File: src/rtl/mac_pkg.sv
// Shared types and width helpers for the MAC result writer.
package mac_pkg;

  typedef enum logic [1:0] {
    IDLE = 2'd0,
    RUN  = 2'd1,
    DONE = 2'd2
  } wb_state_t;

  // Index widths never collapse to zero, so a dimension of 1 still gets a 1-bit port.
  function automatic int idx_width(input int n);
    return (n > 1) ? $clog2(n) : 1;
  endfunction

  function automatic int row_width(input int m);
    return idx_width(m);
  endfunction

  function automatic int col_width(input int n);
    return idx_width(n);
  endfunction

  function automatic int k_width(input int k);
    return idx_width(k);
  endfunction

  // A sum of K products of two W-bit operands fits in 2*W + clog2(K) bits.
  function automatic int result_width(input int w, input int k);
    return 2 * w + $clog2(k);
  endfunction

endpackage

File: src/rtl/mac_wb_accum.sv
// R-bit accumulator with first-term load, last-term detect and the
// registered write-out stage feeding the result SRAM.
module mac_wb_accum
  import mac_pkg::*;
#(
  parameter int K  = 4,
  parameter int PW = 64,
  parameter int R  = 66,
  parameter int RW = 2,
  parameter int CW = 2,
  parameter int KW = 2
) (
  input  logic          clk,
  input  logic          resetn,
  input  logic          clear,
  input  logic          accept,
  input  logic [PW-1:0] prod_data,
  input  logic [RW-1:0] prod_row,
  input  logic [CW-1:0] prod_col,
  input  logic [KW-1:0] prod_k,
  output logic          last_term,
  output logic          c_we,
  output logic [RW-1:0] c_row_addr,
  output logic [CW-1:0] c_col_addr,
  output logic [R-1:0]  c_data
);

  logic [R-1:0] acc;
  logic [R-1:0] sum;

  assign last_term = (prod_k == KW'(K - 1));

  // A k==0 beat starts a fresh element, so the write of the previous one never stalls it.
  assign sum = (prod_k == '0) ? R'(prod_data) : acc + R'(prod_data);

  always_ff @(posedge clk or negedge resetn) begin
    if (!resetn) begin
      acc <= '0;
    end else if (clear) begin
      acc <= '0;
    end else if (accept) begin
      acc <= sum;
    end
  end

  always_ff @(posedge clk or negedge resetn) begin
    if (!resetn) begin
      c_we <= 1'b0;
    end else begin
      c_we <= accept && last_term;
    end
  end

  always_ff @(posedge clk or negedge resetn) begin
    if (!resetn) begin
      c_row_addr <= '0;
      c_col_addr <= '0;
      c_data     <= '0;
    end else if (accept && last_term) begin
      c_row_addr <= prod_row;
      c_col_addr <= prod_col;
      c_data     <= sum;
    end
  end

endmodule

File: src/rtl/mac_result_writer.sv
// Sums K tagged products per C element and writes each result to the C SRAM.
// Defining MAC_WB_STATS_EN adds the wb_count and seq_err_cnt outputs.
module mac_result_writer
  import mac_pkg::*;
#(
  parameter int M = 4,
  parameter int K = 4,
  parameter int N = 4,
  parameter int DATA_WIDTH_INIT_MATRIX   = 32,
  parameter int DATA_WIDTH_RESULT_MATRIX = result_width(DATA_WIDTH_INIT_MATRIX, K),
  localparam int W  = DATA_WIDTH_INIT_MATRIX,
  localparam int R  = DATA_WIDTH_RESULT_MATRIX,
  localparam int RW = row_width(M),
  localparam int CW = col_width(N),
  localparam int KW = k_width(K),
  localparam int SW = $clog2(M * N + 1)
) (
  input  logic           clk,
  input  logic           resetn,
  input  logic           do_wb,
  input  logic           prod_valid,
  input  logic [2*W-1:0] prod_data,
  input  logic [RW-1:0]  prod_row,
  input  logic [CW-1:0]  prod_col,
  input  logic [KW-1:0]  prod_k,
  output logic           c_we,
  output logic [RW-1:0]  c_row_addr,
  output logic [CW-1:0]  c_col_addr,
  output logic [R-1:0]   c_data,
  output logic           wb_busy,
  output logic           wb_done,
  output logic           seq_err
`ifdef MAC_WB_STATS_EN
  ,
  output logic [SW-1:0]  wb_count,
  output logic [7:0]     seq_err_cnt
`endif
);

  wb_state_t     state, state_next;
  logic          start;
  logic          clear;
  logic          accept;
  logic          last_term;
  logic          seq_hit;
  logic [KW-1:0] exp_k;

  always_ff @(posedge clk or negedge resetn) begin
    if (!resetn) begin
      state <= IDLE;
    end else begin
      state <= state_next;
    end
  end

  // Beats are only taken while running with do_wb still high; an abort drops them.
  always_comb begin
    state_next = state;
    start      = 1'b0;
    clear      = 1'b0;
    accept     = 1'b0;
    case (state)
      IDLE: begin
        if (do_wb) begin
          state_next = RUN;
          start      = 1'b1;
          clear      = 1'b1;
        end
      end
      RUN: begin
        if (!do_wb) begin
          state_next = IDLE;
          clear      = 1'b1;
        end else begin
          accept = prod_valid;
          if (prod_valid && last_term &&
              prod_row == RW'(M - 1) && prod_col == CW'(N - 1)) begin
            state_next = DONE;
          end
        end
      end
      DONE: begin
        if (!do_wb) begin
          state_next = IDLE;
        end
      end
      default: state_next = IDLE;
    endcase
  end

  assign wb_busy = (state == RUN);
  assign wb_done = (state == DONE);
  assign seq_hit = accept && (prod_k != exp_k);

  always_ff @(posedge clk or negedge resetn) begin
    if (!resetn) begin
      exp_k <= '0;
    end else if (clear) begin
      exp_k <= '0;
    end else if (accept) begin
      exp_k <= last_term ? '0 : KW'(prod_k + 1'b1);
    end
  end

  // Out-of-order beats are still summed at their tagged k; the flag only records the event.
  always_ff @(posedge clk or negedge resetn) begin
    if (!resetn) begin
      seq_err <= 1'b0;
    end else if (start) begin
      seq_err <= 1'b0;
    end else if (seq_hit) begin
      seq_err <= 1'b1;
    end
  end

  mac_wb_accum #(
    .K  (K),
    .PW (2 * W),
    .R  (R),
    .RW (RW),
    .CW (CW),
    .KW (KW)
  ) u_accum (
    .clk        (clk),
    .resetn     (resetn),
    .clear      (clear),
    .accept     (accept),
    .prod_data  (prod_data),
    .prod_row   (prod_row),
    .prod_col   (prod_col),
    .prod_k     (prod_k),
    .last_term  (last_term),
    .c_we       (c_we),
    .c_row_addr (c_row_addr),
    .c_col_addr (c_col_addr),
    .c_data     (c_data)
  );

`ifdef MAC_WB_STATS_EN
  localparam logic [SW-1:0] WB_MAX = SW'(M * N);

  always_ff @(posedge clk or negedge resetn) begin
    if (!resetn) begin
      wb_count <= '0;
    end else if (start) begin
      wb_count <= '0;
    end else if (accept && last_term && wb_count != WB_MAX) begin
      wb_count <= wb_count + 1'b1;
    end
  end

  always_ff @(posedge clk or negedge resetn) begin
    if (!resetn) begin
      seq_err_cnt <= '0;
    end else if (seq_hit && seq_err_cnt != 8'hFF) begin
      seq_err_cnt <= seq_err_cnt + 8'd1;
    end
  end
`endif

endmodule

File: config.mk
export PLATFORM = sky130hd
export DESIGN_NAME = mac_result_writer
export DESIGN_NICKNAME = d
export VERILOG_FILES = /design/src/rtl/mac_pkg.sv /design/src/rtl/mac_wb_accum.sv /design/src/rtl/mac_result_writer.sv
export SDC_FILE = /design/constraint.sdc
export NUM_CORES = 1
export LEC_CHECK = 0
export CAP_MARGIN = 20
export CORE_MARGIN = 4
export CORE_UTILIZATION = 65
export DETAILED_ROUTE_END_ITERATION = 12
export DONT_BUFFER_PORTS = 1
export PLACE_DENSITY = 0.78
export SLEW_MARGIN = 20
export SYNTH_ARGS = -nofsm -noshare
export SYNTH_HDL_FRONTEND = slang
export SYNTH_HIERARCHICAL = 1
export SYNTH_SLANG_ARGS = --single-unit
File: constraint.sdc
create_clock -name clk -period 3.5 [get_ports clk]
set_clock_uncertainty 0.1 [all_clocks]
set_input_delay 0.875 -clock clk [delete_from_list [all_inputs] [get_ports clk]]
set_output_delay 0.875 -clock clk [all_outputs]
set_load 0.03 [all_outputs]
==> After elaboration in Yosys (flattened, before gate mapping) <==
Index checks and enable logic that the tools add are counted.
{ "classes": {"mux": 19, "n_eq_ne": 9, "n_reduce_logical": 10, "add_sub_neg": 2} }
{ "op_table": {"columns": ["operator", "count"], "rows": [
  ["two-way mux 66 bit", 3],
  ["adder 66 x 64 -> 66 bit", 1],
  ["two-way mux 2 bit", 7],
  ["== test 2 bit, second input constant", 4],
  ["two-way mux 1 bit", 7],
  ["one-hot mux 2 bit (3 select lines)", 1],
  ["logical AND 1 bit", 5],
  ["logical NOT 2 bit", 2],
  ["inequality test 2 bit, second input constant", 2],
  ["nonzero test 2 bit", 2],
  ["inequality test 3 x 2 -> 1 bit, second input constant", 1],
  ["AND reduction 3 bit", 1],
  ["adder 2 x 1 -> 2 bit, second input constant", 1],
  ["== test 2 x 1 -> 1 bit, second input constant", 1],
  ["inequality test 2 bit", 1],
  ["one-hot mux 1 bit (2 select lines)", 1]
]} }
{ "word_totals": {"inputBits": 74, "out_inout_bits": 74, "register_bits": 142} }

==> Longest topological paths before layout <==
{ "depth": {"word_depth": 7, "ltp_mapped": 14, "mapped_depth_nobuf": 14} }

==> Cells and area by module <==
Netlist, hierarchy kept.
{ "by_module_without_submodules": {"columns": ["module", "instances", "area_per_inst_um2", "cells_each"], "rows": [
  ["mac_wb_accum", 1, 9360.2, 1133],
  ["mac_result_writer", 1, 289.0, 30]
]} }

==> Worst setup path before layout <==
Ideal clock, no wire load.
{ "synth_timing": {"kind": "input -> register", "start": "input port prod_data[0]", "end": "register u_accum.c_data[64]", "setup_slack_ps": -266, "stages": 14, "path_buffers": 0, "setup_time_ps": 103, "t_arrival_ps": 3563, "cell_sequence": "ha_1 inv_1 fa_1 and2b_1 o2111ai_1 a21oi_1 a21oi_1 o31ai_2 and4_1 o21ai_1 a21oi_2 o211ai_1 and3_1 o41ai_2"} }
{ "synth_via": {"elab_chain_cells": 2} }
{ "synth_rtl": {"columns": ["element", "line", "text"], "rows": [
  ["from (decl)", "mac_result_writer.sv:22", "input logic [2*W-1:0] prod_data,"],
  ["adder 66 x 64 -> 66 bit", "mac_wb_accum.sv:34", "assign sum = (prod_k == '0) ? R'(prod_data) : acc + R'(prod_data);"],
  ["two-way mux 66 bit", "mac_wb_accum.sv:34", null],
  ["to (signal assigned)", "mac_wb_accum.sv:62", "c_data <= sum;"],
  ["to (decl)", "mac_wb_accum.sv:25", "output logic [R-1:0] c_data"]
]} }
No other way between the ends.
A chain may end at the register's enable or synchronous reset.

==> Worst setup path in the final report <==
{ "layout_timing": {"start": "register u_accum.acc[20]", "end": "register u_accum.acc[55]"} }
{ "layout_via": {"elab_chain_cells": 4} }
{ "layout_rtl": {"columns": ["element", "line", "text"], "rows": [
  ["from (decl)", "mac_wb_accum.sv:28", "logic [R-1:0] acc;"],
  ["from (signal assigned)", "mac_wb_accum.sv:42", "acc <= sum;"],
  ["adder 66 x 64 -> 66 bit", "mac_wb_accum.sv:34", null],
  ["two-way mux 66 bit", "mac_wb_accum.sv:34", null],
  ["two-way mux 66 bit", "mac_wb_accum.sv:41", "end else if (accept) begin"],
  ["two-way mux 66 bit", "mac_wb_accum.sv:39", "end else if (clear) begin"]
]} }
No other way between the ends. The select of a mux whose other input is x is not followed.

==> flow_summary.ini <==
[global_route]
grt_pass1_vias = 8805
overflow = 0
grt_max_degree = 143
grt_pass1_wl_um = 42700
track_usage = 0.314
antenna_found_initial = 0

[placed_design]
gp_congestion = 0.930
dp.final_hpwl_um = 18500
dpl_cell_area_um2 = 10700
port_buffers = 0
pre_cts_ws_ns = -0.425

[route]
firstDrtPassIters = 7
antenna_left = 0
wire_per_inst_um = 18.3
drt-total-wl_um = 26200
vias = 8905
viasPerCell = 6.23
first_iter_violations = 664
drc = 0

[sta]
hold_viol = 0
finalCriticalPeriod_ns = 3.40
slew_headroom = 0.489
setup_tns_ns = 0
setup_viol = 0
fin_ws_ns = 0.0986
drv_slew = 0
rsz0062_at_grt = true
fmax_ghz = 0.294
min_period_over_period = 0.972
tightestPinTransition_ns = 0.767

[clock_tree]
root_buffer = clkbuf_16
cts_tree = done
htree_levels = 4
clkTransAtPathRegs_ns = 0.07
clock-sinks = 142
holdBufCountCts = 0
worstSkewPairLatency_ns = 0.43
cts_max_path_buffers = 2
cts_buffers = 17

[cells_and_area]
final_nets = 1371
syn2layout_area_growth_pct = 18.5
stdcell_area_um2 = 11400
diodes = 0
drive_gt1_frac = 0.176
final_util = 0.787

[yosys]
synth_top_area_share = 0.368
yosys_warnings = 6
syn_avg_cell_area_um2 = 8.30
synthTopCellsByArea = dfrtp_1 (37%), ha_1 (8.3%), nand2_1 (7.7%)
synth_top_area_cell = dfrtp_1
yosysSeqAreaShare = 0.368
syn_inst = 1163
synth_fp_nets = 1302
synthesis.area_um2 = 9650
synth_edf_count = 0
synth_top_flop_cell = dfrtp_1
async_reset_ff_frac = 1.00
ys_types = 64
ys_ff_latch = 142

[worst_setup_path]
start_kind = register
path_class = register to register
path_common_cell = a211oi_2
worstPathArrival_ns = 3.61
cp_cell_sequence = ha_4 > buf_4 > nand4_1 > or3_4 > nor4_4 > a211oi_2 > a211oi_2 > o211ai_1 > a31o_1 > xnor2_2 > nand2_1 > a311oi_1
crit_path_max_incr_delay_ns = 0.43
worstSetupEndpointType = register
worstPathRequired_ns = 3.71
critPathSlowestCell = dfrtp_1
cp_max_fo = 5

[power]
p_per_area_nw_per_um2 = 503
p_leak_nw = 5.40
p_total_w = 0.00575
ir_drop_mv = 0.519

[job]
maxCapViolCount = 0

[floorplanning]
initial_utilization = 0.664
ios = 148
std_cell_rows = 44
die_h_um = 130
fp.dieW_um = 130
dieArea_um2 = 16900
fp.coreArea_um2 = 14500

[status]
status = completed

[min_path]
hold_class = input pin to asynchronous set/reset pin
-- cells in the mapped netlist (3+ instances only) --
| master | n |
|---|---|
| nor3_1 | 9 |
| nand4_1 | 19 |
| nand2b_1 | 6 |
| a311oi_1 | 12 |
| a211o_1 | 3 |
| ha_1 | 64 |
| nand2_1 | 197 |
| and3_1 | 5 |
| nor2b_1 | 7 |
| a211oi_1 | 45 |
| a31oi_1 | 10 |
| clkbuf_1 | 50 |
| and2_1 | 7 |
| a21oi_1 | 78 |
| o211ai_1 | 12 |
| a31o_2 | 4 |
| nor2_1 | 110 |
| xnor2_1 | 37 |
| dfrtp_1 | 142 |
| o21ai_0 | 126 |
| o21bai_1 | 16 |
| and4_1 | 5 |
| nand3_1 | 21 |
| buf_1 | 10 |
| xor2_1 | 25 |
| o21ai_1 | 5 |
| or2_2 | 3 |
| or3_1 | 7 |
| mux2i_1 | 10 |
| a21oi_2 | 3 |
| a21o_1 | 45 |
| o21a_1 | 5 |
| buf_2 | 9 |
| inv_1 | 17 |
-- final timing paths --
kind / startpoint / end / slack (ns) / cells past startpoint
setup / recovery: u_accum/acc[20]$_DFFE_PN0P_ / u_accum/acc[55]$_DFFE_PN0P_ / 0.1 / 12
hold / removal: resetn / exp_k[1]$_DFFE_PN0P_ / 0.04 / 0
setup reg to reg: u_accum/acc[20]$_DFFE_PN0P_ / u_accum/acc[55]$_DFFE_PN0P_ / 0.1 / 12
hold reg to reg: u_accum/acc[54]$_DFFE_PN0P_ / u_accum/acc[54]$_DFFE_PN0P_ / 0.42 / 1
max in group asynchronous: resetn / u_accum/acc[38]$_DFFE_PN0P_ / 3.08 / 0
min in group clk: u_accum/acc[54]$_DFFE_PN0P_ / u_accum/acc[54]$_DFFE_PN0P_ / 0.42 / 1
-- repair_timing --
item / 4_1_cts / 5_1_grt
setup endpoints to repair: 1 / 20
pin swaps: 0 / 12
setup buffers: 0 / 3
resized for setup: 1 / 24
-- area by class of cell --
class                      count  area, um^2
clock inverter                13         151
fill                        1023        3100
multi-input combinational    935        6060
timing repair buffer         119         918
tap                          184         230
sequential                   142        3550
clock buffer                  19         453
inverter                      17        66.3
-- critical path, delay by kind of cell (launching register included) --
| family | cells | cell delay, ns |
|---|---|---|
| AO/OA/AOI/OAI | 5 | 1.22 |
| XOR/XNOR | 1 | 0.18 |
| adder cells (fa/ha/maj) | 1 | 0.29 |
| buffers and inverters | 1 | 0.12 |
| flip-flops | 1 | 0.43 |
| AND/OR/NAND/NOR | 4 | 0.93 |
-- routing by layer --
metal / vias up / share of wire / global-route usage
met5: - / 0 / 0
met4: 0 / 0.024 / 0.117
met3: 44 / 0.077 / 0.0778
met2: 318 / 0.47 / 0.507
met1: 4241 / 0.43 / 0.410
li1: 4302 / - / -
-- power by group --
part | switching [W] | internal (W) | total, W
clock network | 0.000762 | 0.00110 | 0.00186
logic | 0.000777 | 0.000615 | 0.00139
registers | 0.000605 | 0.00189 | 0.00250
total | 0.00214 | 0.00361 | 0.00575
-- per-stage QoR --
stage	hold WS [ns]	instances
after floorplan	0.364	1163
after global placement	0.384	1394
after detailed placement	0.400	1394
after CTS	0.0195	1426
after global routing	0.0150	1429
final	0.0355	1429
-- cells in the final DEF (no fill, tap or decap), types with 4 or more instances in the layout --
master,count
o21bai_1,16
a311oi_1,10
inv_6,5
nor3_1,9
nor2b_1,7
and3_1,4
ha_1,55
dfrtp_1,142
nand2_1,195
buf_4,117
o21ai_1,6
o21ai_0,123
a211oi_1,41
o21a_1,5
or3_1,7
a21o_1,45
and4_1,4
xor2_1,25
nand3_1,21
inv_1,15
nand4_1,19
nor2_1,108
clkinv_4,4
nand2b_1,6
xnor2_1,35
a31oi_1,9
and2_1,6
a21oi_2,6
a21oi_1,74
o211ai_1,12
mux2i_1,9
a211oi_2,6
clkbuf_16,17
ha_4,9
a31o_2,4
-- cells by family after synthesis --
logic type | count (synthesis) | synth area share
compound gates | 389 | 0.257
simple gates | 408 | 0.187
flops | 142 | 0.368
xor+xnor | 62 | 0.0563
mux | 11 | 0.0115
fa+ha+maj | 65 | 0.0851
buf+inv | 86 | 0.0346
-- state kept, by name, summed over array words and instances, names as in the netlist --
| register | cells |
|---|---|
| u_accum/c_col_addr | 2 |
| u_accum/c_row_addr | 2 |
| state | 2 |
| u_accum/c_we | 1 |
| exp_k | 2 |
| u_accum/acc | 66 |
| u_accum/c_data | 66 |
| seq_err | 1 |
Note: power is estimated with default switching activity, not from simulation.
